### config.mk
export PLATFORM = sky130hd
export DESIGN_NAME = mul_wb
export DESIGN_NICKNAME = d
export VERILOG_FILES = /design/src/rtl/mul_wb_pkg.sv /design/src/rtl/sync_fifo.sv /design/src/rtl/mul_wb.sv
export SDC_FILE = /design/constraint.sdc
export NUM_CORES = 1
export LEC_CHECK = 0
export ABC_CLOCK_PERIOD_IN_PS = 12100
export BUFFER_PORTS_ARGS = -buffer_cell sky130_fd_sc_hd__buf_4
export CORE_MARGIN = 1
export CORE_UTILIZATION = 45
export DETAILED_ROUTE_END_ITERATION = 8
export PLACE_DENSITY = 0.69
export SYNTH_ARGS = -nofsm -noshare
export SYNTH_HDL_FRONTEND = slang
export SYNTH_SLANG_ARGS = --single-unit
### constraint.sdc
create_clock -name clk -period 12.1 [get_ports clk]
set_input_delay 0.605 -clock clk [delete_from_list [all_inputs] [get_ports clk]]
set_output_delay 0.605 -clock clk [all_outputs]
set_load 0.02 [all_outputs]
### src/rtl/mul_wb_pkg.sv
// rtl/mul_wb_pkg.sv - shared defines for the multiplier writeback block
// Holds the multiply op codes, the sticky error bit indices, the default
// FIFO depths and the packed entry formats used by mul_wb.
package mul_wb_pkg;

    typedef enum logic [1:0] {
        MO_MUL    = 2'd0,
        MO_MULH   = 2'd1,
        MO_MULHSU = 2'd2,
        MO_MULHU  = 2'd3
    } mo_op_e;

    localparam int ERR_W         = 2;
    localparam int ERR_TAG_OVF   = 0;
    localparam int ERR_TAG_UDF   = 1;

    localparam int DEF_TAG_DEPTH = 2;
    localparam int DEF_OUT_DEPTH = 2;

    typedef struct packed {
        logic [4:0] rd;
        logic       wb_en;
    } tag_t;

    typedef struct packed {
        logic [4:0]  rd;
        logic [63:0] data;
    } out_t;

    // A response is thrown away when its tag was flushed or it writes nothing.
    function automatic logic tag_discard(input logic killed, input tag_t tag);
        return killed || !tag.wb_en || (tag.rd == 5'd0);
    endfunction

endpackage

### src/rtl/sync_fifo.sv
// rtl/sync_fifo.sv - single-clock FIFO with occupancy counter
// Ports: clk/rst (async active-high); push/push_data write, pop/pop_data
// read the head; clear empties in one cycle; full/empty status; wr_ptr and
// rd_ptr expose slot indices so a parent can keep side bits per entry.
// A push while full is accepted only if a pop happens the same cycle.
module sync_fifo #(
    parameter int WIDTH = 8,
    parameter int DEPTH = 2
) (
    input  logic                     clk,
    input  logic                     rst,
    input  logic                     push,
    input  logic [WIDTH-1:0]         push_data,
    input  logic                     pop,
    input  logic                     clear,
    output logic [WIDTH-1:0]         pop_data,
    output logic                     full,
    output logic                     empty,
    output logic [$clog2(DEPTH)-1:0] wr_ptr,
    output logic [$clog2(DEPTH)-1:0] rd_ptr
);

    localparam int PTR_W = $clog2(DEPTH);
    localparam int CNT_W = $clog2(DEPTH + 1);

    logic [WIDTH-1:0] mem_q [DEPTH];
    logic [PTR_W-1:0] wr_ptr_q, wr_ptr_d;
    logic [PTR_W-1:0] rd_ptr_q, rd_ptr_d;
    logic [CNT_W-1:0] cnt_q, cnt_d;
    logic             do_push;
    logic             do_pop;

    assign full     = (cnt_q == CNT_W'(DEPTH));
    assign empty    = (cnt_q == '0);
    assign pop_data = mem_q[rd_ptr_q];
    assign wr_ptr   = wr_ptr_q;
    assign rd_ptr   = rd_ptr_q;

    always_comb begin
        do_pop   = pop && !empty;
        do_push  = push && (!full || do_pop);
        wr_ptr_d = wr_ptr_q;
        rd_ptr_d = rd_ptr_q;
        cnt_d    = cnt_q;
        if (clear) begin
            wr_ptr_d = '0;
            rd_ptr_d = '0;
            cnt_d    = '0;
        end else begin
            if (do_push) wr_ptr_d = wr_ptr_q + PTR_W'(1);
            if (do_pop)  rd_ptr_d = rd_ptr_q + PTR_W'(1);
            cnt_d = cnt_q + CNT_W'(do_push) - CNT_W'(do_pop);
        end
    end

    always_ff @(posedge clk or posedge rst) begin
        if (rst) begin
            wr_ptr_q <= '0;
            rd_ptr_q <= '0;
            cnt_q    <= '0;
        end else begin
            wr_ptr_q <= wr_ptr_d;
            rd_ptr_q <= rd_ptr_d;
            cnt_q    <= cnt_d;
        end
    end

    // Storage is deliberately left out of reset.
    always_ff @(posedge clk) begin
        if (do_push && !clear) mem_q[wr_ptr_q] <= push_data;
    end

endmodule

### src/rtl/mul_wb.sv
// rtl/mul_wb.sv - multiplier tag tracking and writeback buffer
// Ports: clk/rst (async active-high); req_fire/req_rd/req_wb_en record a
// tag per issued multiply; mul_result/mul_valid/mul_ready return results in
// order; flush kills all in-flight work; wb_valid/wb_rd/wb_data/wb_ready
// present buffered writebacks; busy flags any occupancy; err holds sticky
// tag overflow/underflow flags.
module mul_wb
    import mul_wb_pkg::*;
#(
    parameter int TAG_DEPTH = DEF_TAG_DEPTH,
    parameter int OUT_DEPTH = DEF_OUT_DEPTH
) (
    input  logic             clk,
    input  logic             rst,
    input  logic             req_fire,
    input  logic [4:0]       req_rd,
    input  logic             req_wb_en,
    input  logic [63:0]      mul_result,
    input  logic             mul_valid,
    output logic             mul_ready,
    input  logic             flush,
    output logic             wb_valid,
    output logic [4:0]       wb_rd,
    output logic [63:0]      wb_data,
    input  logic             wb_ready,
    output logic             busy,
    output logic [ERR_W-1:0] err
);

    localparam int TPTR_W = $clog2(TAG_DEPTH);
    localparam int OPTR_W = $clog2(OUT_DEPTH);

    tag_t               tag_head;
    logic               tag_full, tag_empty;
    logic [TPTR_W-1:0]  tag_wr_ptr, tag_rd_ptr;
    out_t               out_head;
    out_t               out_push_data;
    logic               out_full, out_empty;
    logic [OPTR_W-1:0]  out_wr_ptr_unused, out_rd_ptr_unused;

    logic [TAG_DEPTH-1:0] killed_q, killed_d;
    logic [ERR_W-1:0]     err_q, err_d;

    logic head_discard;
    logic tag_pop;
    logic tag_push_ok;
    logic out_push;
    logic out_pop;

    always_comb begin
        head_discard  = tag_discard(killed_q[tag_rd_ptr], tag_head);
        // Empty tags keep ready high so stray responses are swallowed.
        mul_ready     = tag_empty || !out_full || head_discard;
        tag_pop       = mul_valid && mul_ready && !tag_empty;
        tag_push_ok   = req_fire && (!tag_full || tag_pop);
        out_push      = tag_pop && !head_discard && !flush;
        out_pop       = !out_empty && wb_ready;
        out_push_data = '{rd: tag_head.rd, data: mul_result};

        killed_d = killed_q;
        // Marking every slot is safe: a free slot's bit is rewritten on push.
        if (flush) killed_d = '1;
        if (tag_push_ok) killed_d[tag_wr_ptr] = flush;

        err_d = err_q;
        if (req_fire && tag_full && !tag_pop) err_d[ERR_TAG_OVF] = 1'b1;
        if (mul_valid && tag_empty)           err_d[ERR_TAG_UDF] = 1'b1;
    end

    always_ff @(posedge clk or posedge rst) begin
        if (rst) begin
            killed_q <= '0;
            err_q    <= '0;
        end else begin
            killed_q <= killed_d;
            err_q    <= err_d;
        end
    end

    sync_fifo #(.WIDTH($bits(tag_t)), .DEPTH(TAG_DEPTH)) u_tag_fifo (
        .clk       (clk),
        .rst       (rst),
        .push      (req_fire),
        .push_data ({req_rd, req_wb_en}),
        .pop       (tag_pop),
        .clear     (1'b0),
        .pop_data  (tag_head),
        .full      (tag_full),
        .empty     (tag_empty),
        .wr_ptr    (tag_wr_ptr),
        .rd_ptr    (tag_rd_ptr)
    );

    sync_fifo #(.WIDTH($bits(out_t)), .DEPTH(OUT_DEPTH)) u_out_fifo (
        .clk       (clk),
        .rst       (rst),
        .push      (out_push),
        .push_data (out_push_data),
        .pop       (out_pop),
        .clear     (flush),
        .pop_data  (out_head),
        .full      (out_full),
        .empty     (out_empty),
        .wr_ptr    (out_wr_ptr_unused),
        .rd_ptr    (out_rd_ptr_unused)
    );

    assign wb_valid = !out_empty;
    assign wb_rd    = out_head.rd;
    assign wb_data  = out_head.data;
    assign busy     = !tag_empty || !out_empty;
    assign err      = err_q;

endmodule

==> flow_metrics.py, run 1 <==
metrics = {
    "placement": {
        "globalplace.congestion": 0.731,
        "place_area_um2": 7510,
        "place.port_buffers": 149,
        "dp_hpwl_um": 7100,
    },
    "worst_setup_path": {
        "cp-end-kind": "primary output",
        "start_kind": "register",
        "path_cells": "buf_4, mux2_2, buf_4",
        "path_common_cell": "buf_4",
        "path_delay_family": "flip-flops",
        "slowest_stage": "dfrtp_2",
        "cp_slowest_stage_delay_ns": 0.80,
        "worst_ep_required_time_ns": 11.49,
        "crit_arrival_ns": 2.40,
        "critPathKind": "register to primary output",
        "critPathMaxFanout": 42,
        "crit_buf_inv": 2,
    },
    "sta": {
        "period_needed_ns": 3.01,
        "hold_viol": 0,
        "fin_crit_sh_pct": 24.9,
        "rsz0062_at_grt": "no",
        "setup_viol": 0,
        "skew_ns": 0.00640,
        "clock.fmax_mhz": 332,
        "slew_violations": 0,
        "fin_tns_setup_ns": 0,
        "slew_headroom_pct": 37.4,
        "worst_pin_slew_ns": 0.939,
    },
    "cts": {
        "clockBufferDepth": 2,
        "worstSkewPairLatency_ns": 0.40,
        "cts_root_buffer": "clkbuf_16",
        "cts_tree": "done",
        "cts_setup_buffers": 0,
        "cts_sinks": 162,
        "htreeDepth": 4,
        "postCtsHoldBufs": 0,
        "cts_resized": 0,
        "cts_inserted_buffers": 17,
        "path_clk_slew_ns": 0.06,
    },
    "floorplanning": {
        "dieArea_um2": 14200,
        "rows": 42,
        "io_pins": 150,
        "core_area_um2": 13300,
        "initial_core_util_pct": 46.5,
        "fp.dieH_um": 119,
        "fp.dieW_um": 119,
    },
    "final_layout": {
        "design_area_um2": 8100,
        "final_common_cell": "buf_4",
        "area_delta_synth_final_pct": 31.1,
        "layout_common_cells": "152 x buf_4, 150 x edfxtp_1, 74 x mux2_2",
        "drive_above_1_share_pct": 55.9,
        "diodes": 0,
        "layout.nets": 547,
    },
    "drt": {
        "via_count": 3171,
        "postRouteAntennaNets": 0,
        "drt_iter0_drc": 182,
        "drt-total-wl_um": 10800,
        "drt_pass1_iterations": 4,
        "drc": 0,
        "viasPerCell": 4.84,
        "wl_per_cell_um": 16.5,
    },
    "power_and_ir_drop": {
        "clkPwrFrac_pct": 32.3,
        "switching_share_pct": 27.1,
        "vdd_drop_max_uv": 118,
        "p_int_mw": 1.20,
        "p_comb_share_pct": 25.6,
        "pwr_density_cell_nw_per_um2": 204,
        "p_switching_mw": 0.447,
        "p_leak_nw": 3.00,
        "share_seq_of_total_power_pct": 42.1,
    },
    "yosys": {
        "synth_edf_count": 150,
        "synth_area_um2": 6180,
        "synthCells": 305,
        "netlist.area_leader.share_pct": 72.9,
        "synth_nets": 385,
        "synth.distinct_cells": 37,
        "yosysTopAreaCell": "edfxtp_1",
        "synth.avg_cell_area_um2": 20.3,
        "synth-seq-cells": 162,
        "yosysWarnings": 0,
        "async_reset_ff_share_pct": 7.41,
        "synth-main-ff-cell": "edfxtp_1",
        "synthTopCellsByArea": "edfxtp_1 73%, mux2_2 13%, dfrtp_1 4.9%, ha_1 0.81%, xnor2_1 0.71%",
        "ys_seq_area_share_pct": 77.8,
    },
    "global_routing": {
        "overflow": 0,
        "antenna_found_initial": 0,
        "grt_max_degree": 70,
        "grt_pass1_vias": 3246,
        "track_usage_pct": 15.8,
        "grt_pass1_wl_um": 16600,
    },
    "job": {
        "maxCapViolCount": 0,
    },
    "run_status": {
        "status": "finished clean",
    },
    "worst_hold_path": {
        "hp-class": "input pin to async pin",
    },
}
[cell families (layout without fill, tap and decap cells)]
kind of cell | after synthesis | in the layout | synth area share, %
adder cells (fa/ha/maj) | 4 | 4 | 0.810
XOR/XNOR | 7 | 7 | 0.992
buffers and inverters | 20 | 194 | 1.48
AO/OA/AOI/OAI | 13 | 13 | 2.29
flip-flops | 162 | 162 | 77.8
AND/OR/NAND/NOR | 24 | 24 | 3.02
multiplexers | 75 | 75 | 13.6
[cell usage after synthesis (all sizes together) (2+ instances only)]
cell    instances
dfrtp          12
nand2b          3
o21ai           2
mux2           74
xor2            2
buf             8
or3b            2
o21bai          2
ha              4
a211oi          3
edfxtp        150
nand2           2
inv            11
and2            2
nor2            6
xnor2           5
nand3b          2
[power by group through the flow]
stage	registers [mW]	clock network, mW	logic [mW]
after global routing	0.699	0.568	0.448
final	0.694	0.533	0.423
after detailed placement	0.706	0	0.427
after floorplan	0.680	0	0.297
after global placement	0.705	0	0.423
after CTS	0.694	0.547	0.429
[registers in the layout, summed over array words and instances (netlist names)]
register and flops:
u_out_fifo.wr_ptr 1, u_tag_fifo.mem_q 12, u_out_fifo.cnt_q 2, u_tag_fifo.rd_ptr 1, u_tag_fifo.wr_ptr 1, u_out_fifo.rd_ptr 1, u_out_fifo.mem_q 138, err 2
u_tag_fifo.cnt_q 2, killed_q 2
[worst paths after layout]
kind                            depth (start not counted)                           from  slack, ns                                 to
worst max register to register                          5  u_tag_fifo.rd_ptr$_DFFE_PP0P_       9.44  u_out_fifo.mem_q[0][15]$_DFFE_PP_
min in group clk                                        1                 mul_result[48]       0.38  u_out_fifo.mem_q[1][48]$_DFFE_PP_
max in group asynchronous                               2                            rst      11.52      u_out_fifo.rd_ptr$_DFFE_PP0P_
worst min-delay path                                    2                            rst       0.23              killed_q[1]$_DFF_PP0_
worst min register to register                          1             err[1]$_DFFE_PP0P_       0.48                 err[1]$_DFFE_PP0P_
worst max-delay path                                    3  u_out_fifo.rd_ptr$_DFFE_PP0P_       9.09                           wb_rd[4]
[metrics by stage]
stage | utilization, % | total power [mW] | worst slack (ns) | std cells | hold WS, ns
final | 60.9 | 1.65 | 9.09 | 655 | 0.225
after global routing | 60.9 | 1.71 | 8.96 | 655 | 0.262
after CTS | 60.9 | 1.67 | 9.03 | 655 | 0.227
after detailed placement | 56.5 | 1.13 | 9.42 | 624 | 0.464
after global placement | 56.5 | 1.13 | 9.43 | 624 | 0.447
after floorplan | - | 0.976 | 7.51 | 305 | 0.469
[final cells by class]
class	instances	area [um2]
Multi-Input combinational cell	123	1300
Clock buffer	18	429
Tap cell	176	220
Timing Repair Buffer	152	1140
Fill cell	1000	5190
Sequential cell	162	4810
Clock inverter	13	168
Inverter	11	41.3
[routing by layer]
| layer | vias to the layer above | wire, um | track usage, % |
|---|---|---|---|
| met5 | - | 0 | 0 |
| met4 | 0 | 100 | 5.30 |
| met3 | 9 | 647 | 5.51 |
| met2 | 99 | 5390 | 25.5 |
| met1 | 1562 | 4700 | 19.9 |
| li1 | 1501 | - | - |
Power figures use the tool's default switching activity.
==> inputs of run 2 (changes only) <==
--- a/config.mk
+++ b/config.mk
@@ -5,7 +5,7 @@
 export SDC_FILE = /design/constraint.sdc
 export NUM_CORES = 1
 export LEC_CHECK = 0
-export ABC_CLOCK_PERIOD_IN_PS = 12100
+export ABC_CLOCK_PERIOD_IN_PS = 2900
 export BUFFER_PORTS_ARGS = -buffer_cell sky130_fd_sc_hd__buf_4
 export CORE_MARGIN = 1
 export CORE_UTILIZATION = 45
==> constraint.sdc (replaced) <==
create_clock -name clk -period 2.9 [get_ports clk]
set_input_delay 0.145 -clock clk [delete_from_list [all_inputs] [get_ports clk]]
set_output_delay 0.145 -clock clk [all_outputs]
set_load 0.02 [all_outputs]
==> flow_metrics.py, run 2 (synthesis results as in run 1) <==
metrics = {
    "drt": {
        "highest-signal-layer": "met4",
        "drt_iter0_drc": 179,
        "drt_pass1_iterations": 4,
        "via_count": 3439,
        "drt-total-wl_um": 11400,
        "postRouteAntennaNets": 0,
        "wl_per_cell_um": 15.7,
        "viasPerCell": 4.72,
        "wl_met1_um": 4730,
        "wl_met3_um": 721,
        "drc": 0,
        "met2_wirelength_um": 5780,
    },
    "worst_hold_path": {
        "hp-class": "input pin to register",
        "hold_path_depth": 4,
        "min_from": "wb_ready",
        "holdPathEnd": "u_out_fifo.rd_ptr$_DFFE_PP0P_",
    },
    "final_layout": {
        "largestRegisters": "u_out_fifo.mem_q x138, u_tag_fifo.mem_q x12",
        "layout.nets": 621,
        "area_delta_synth_final_pct": 42.7,
        "max_flop_register": "u_out_fifo.mem_q",
        "drive_above_1_share_pct": 47.8,
        "layout_common_cells": "150 x edfxtp_1, 149 x buf_4, 74 x mux2_2, 74 x dlygate4sd3_1, 17 x clkbuf_16",
        "stdcell_count": 728,
        "final_common_cell": "edfxtp_1",
        "fillers": 915,
        "diodes": 0,
        "largest_reg_flops": 138,
    },
    "floorplanning": {
        "fp.dieW_um": 119,
        "core_area_um2": 13300,
        "dieArea_um2": 14200,
        "io_pins": 150,
        "initial_core_util_pct": 46.5,
        "fp.dieH_um": 119,
        "rows": 42,
    },
    "worst_setup_path": {
        "start_kind": "register",
        "worst_ep_required_time_ns": 3.24,
        "r2r-end": "u_tag_fifo.cnt_q[1]$_DFF_PP0_",
        "cp_num_cells": 8,
        "reg2reg_depth": 8,
        "cp_slowest_stage_delay_ns": 0.55,
        "cp-end-kind": "register",
        "reg2reg_from": "u_tag_fifo.rd_ptr$_DFFE_PP0P_",
        "crit_arrival_ns": 2.64,
        "crit_buf_inv": 1,
        "path_cells": "or3b_4, nand2_1, a31oi_2, ha_1, inv_1, ha_1, xnor2_1, xnor2_1",
        "critPathKind": "register to register",
        "slowest_stage": "dfrtp_1",
        "reg2reg_slack_ns": 0.60,
        "critPathMaxFanout": 12,
        "path_delay_family": "simple AND/OR/NAND/NOR gates",
    },
    "cts": {
        "clockBufferDepth": 2,
        "cts_tree": "done",
        "cts_inserted_buffers": 17,
        "cts_root_buffer": "clkbuf_16",
        "path_clk_slew_ns": 0.06,
        "worstSkewPairLatency_ns": 0.41,
        "htreeDepth": 4,
        "cts_sinks": 162,
    },
    "sta": {
        "fin_crit_sh_pct": 79.4,
        "skew_ns": 0.0105,
        "hold_viol": 0,
        "slew_violations": 0,
        "clock.fmax_mhz": 434,
        "fin_tns_setup_ns": 0,
        "setup_viol": 0,
        "slew_headroom_pct": 58.5,
        "period_needed_ns": 2.30,
        "hold_ws_ns": 0.172,
        "rsz0062_at_grt": "no",
        "worst_pin_slew_ns": 0.621,
    },
    "placement": {
        "dp_hpwl_um": 7100,
        "place.port_buffers": 149,
        "globalplace.congestion": 0.793,
        "dpl.cell_count": 624,
    },
    "global_routing": {
        "track_usage_pct": 16.7,
        "overflow": 0,
        "grt_pass1_wl_um": 17500,
        "antenna_found_initial": 0,
        "grt_max_degree": 70,
        "grt_pass1_vias": 3539,
    },
    "power_and_ir_drop": {
        "power_mw": 6.79,
        "vdd_drop_max_uv": 411,
        "pwr_density_cell_nw_per_um2": 770,
        "p_leak_nw": 3.29,
    },
    "job": {
        "maxCapViolCount": 0,
    },
    "run_status": {
        "status": "finished clean",
    },
}
run 2: cell count changes in the layout (fill, tap and decap cells not counted), moves of 2 or more:
| cell | previous run | this run |
|---|---|---|
| buf_12 | 0 | 3 |
| buf_4 | 152 | 149 |
| bufinv_16 | 4 | 2 |
| clkbuf_1 | 1 | 4 |
| dlygate4sd3_1 | 0 | 74 |
run 2: area by class of cell:
| cell class | count | area [um2] | share of cell area (%) |
|---|---|---|---|
| Sequential cell | 162 | 4810 | 54.5 |
| Multi-Input combinational cell | 123 | 1300 | 14.7 |
| Clock inverter | 9 | 91.3 | 1.04 |
| Inverter | 11 | 41.3 | 0.468 |
| Tap cell | 176 | 220 | 2.50 |
| Clock buffer | 21 | 440 | 4.99 |
| Timing Repair Buffer | 226 | 1920 | 21.8 |
run 2: worst max path at each step:
stage                                        to  slack (ns)                           from
4_1_cts           u_tag_fifo.cnt_q[1]$_DFF_PP0_        0.62  u_tag_fifo.rd_ptr$_DFFE_PP0P_
5_1_grt           u_tag_fifo.cnt_q[1]$_DFF_PP0_        0.45  u_tag_fifo.rd_ptr$_DFFE_PP0P_
6_report          u_tag_fifo.cnt_q[1]$_DFF_PP0_        0.60  u_tag_fifo.rd_ptr$_DFFE_PP0P_
3_5_place_dp      u_tag_fifo.cnt_q[1]$_DFF_PP0_        0.62  u_tag_fifo.rd_ptr$_DFFE_PP0P_
3_3_place_gp      u_tag_fifo.cnt_q[1]$_DFF_PP0_        0.67  u_tag_fifo.rd_ptr$_DFFE_PP0P_
2_1_floorplan  u_out_fifo.mem_q[0][0]$_DFFE_PP_       -0.41  u_tag_fifo.rd_ptr$_DFFE_PP0P_
run 2: where the power goes:
part | total (mW) | switching, mW | internal (mW)
clock network | 2.02 | 0.779 | 1.24
registers | 2.90 | 0.178 | 2.73
logic | 1.87 | 0.908 | 0.963
run 2: routing by layer:
metal  up-vias  global-route usage, %
met5         -                      0
met4         0                   7.12
met3        15                   5.51
met2       107                   27.7
met1      1671                   19.9
li1       1646                      -
run 2: through the flow:
stage / setup WS (ns) / utilization [%] / instance area (um2)
floorplan: -0.407 / - / 6180
global placement: 0.673 / 56.8 / 7550
detailed placement: 0.618 / 56.8 / 7550
CTS: 0.616 / 66.3 / 8820
global route: 0.450 / 66.3 / 8820
finish: 0.597 / 66.3 / 8820
run 2: repair_timing:
| action | in CTS | in global routing |
|---|---|---|
| buffers inserted | 0 | 0 |
| gates resized for setup | 0 | 0 |
| hold buffers | 74 | 0 |
| endpoints found under the hold margin | 157 | 0 |
run 2: tightest hold or removal path, delay by kind of cell:
kind / cells / cell delay (ns)
xor+xnor: 1 / 0.13
simple gates: 2 / 0.20
buf+inv: 1 / 0.08
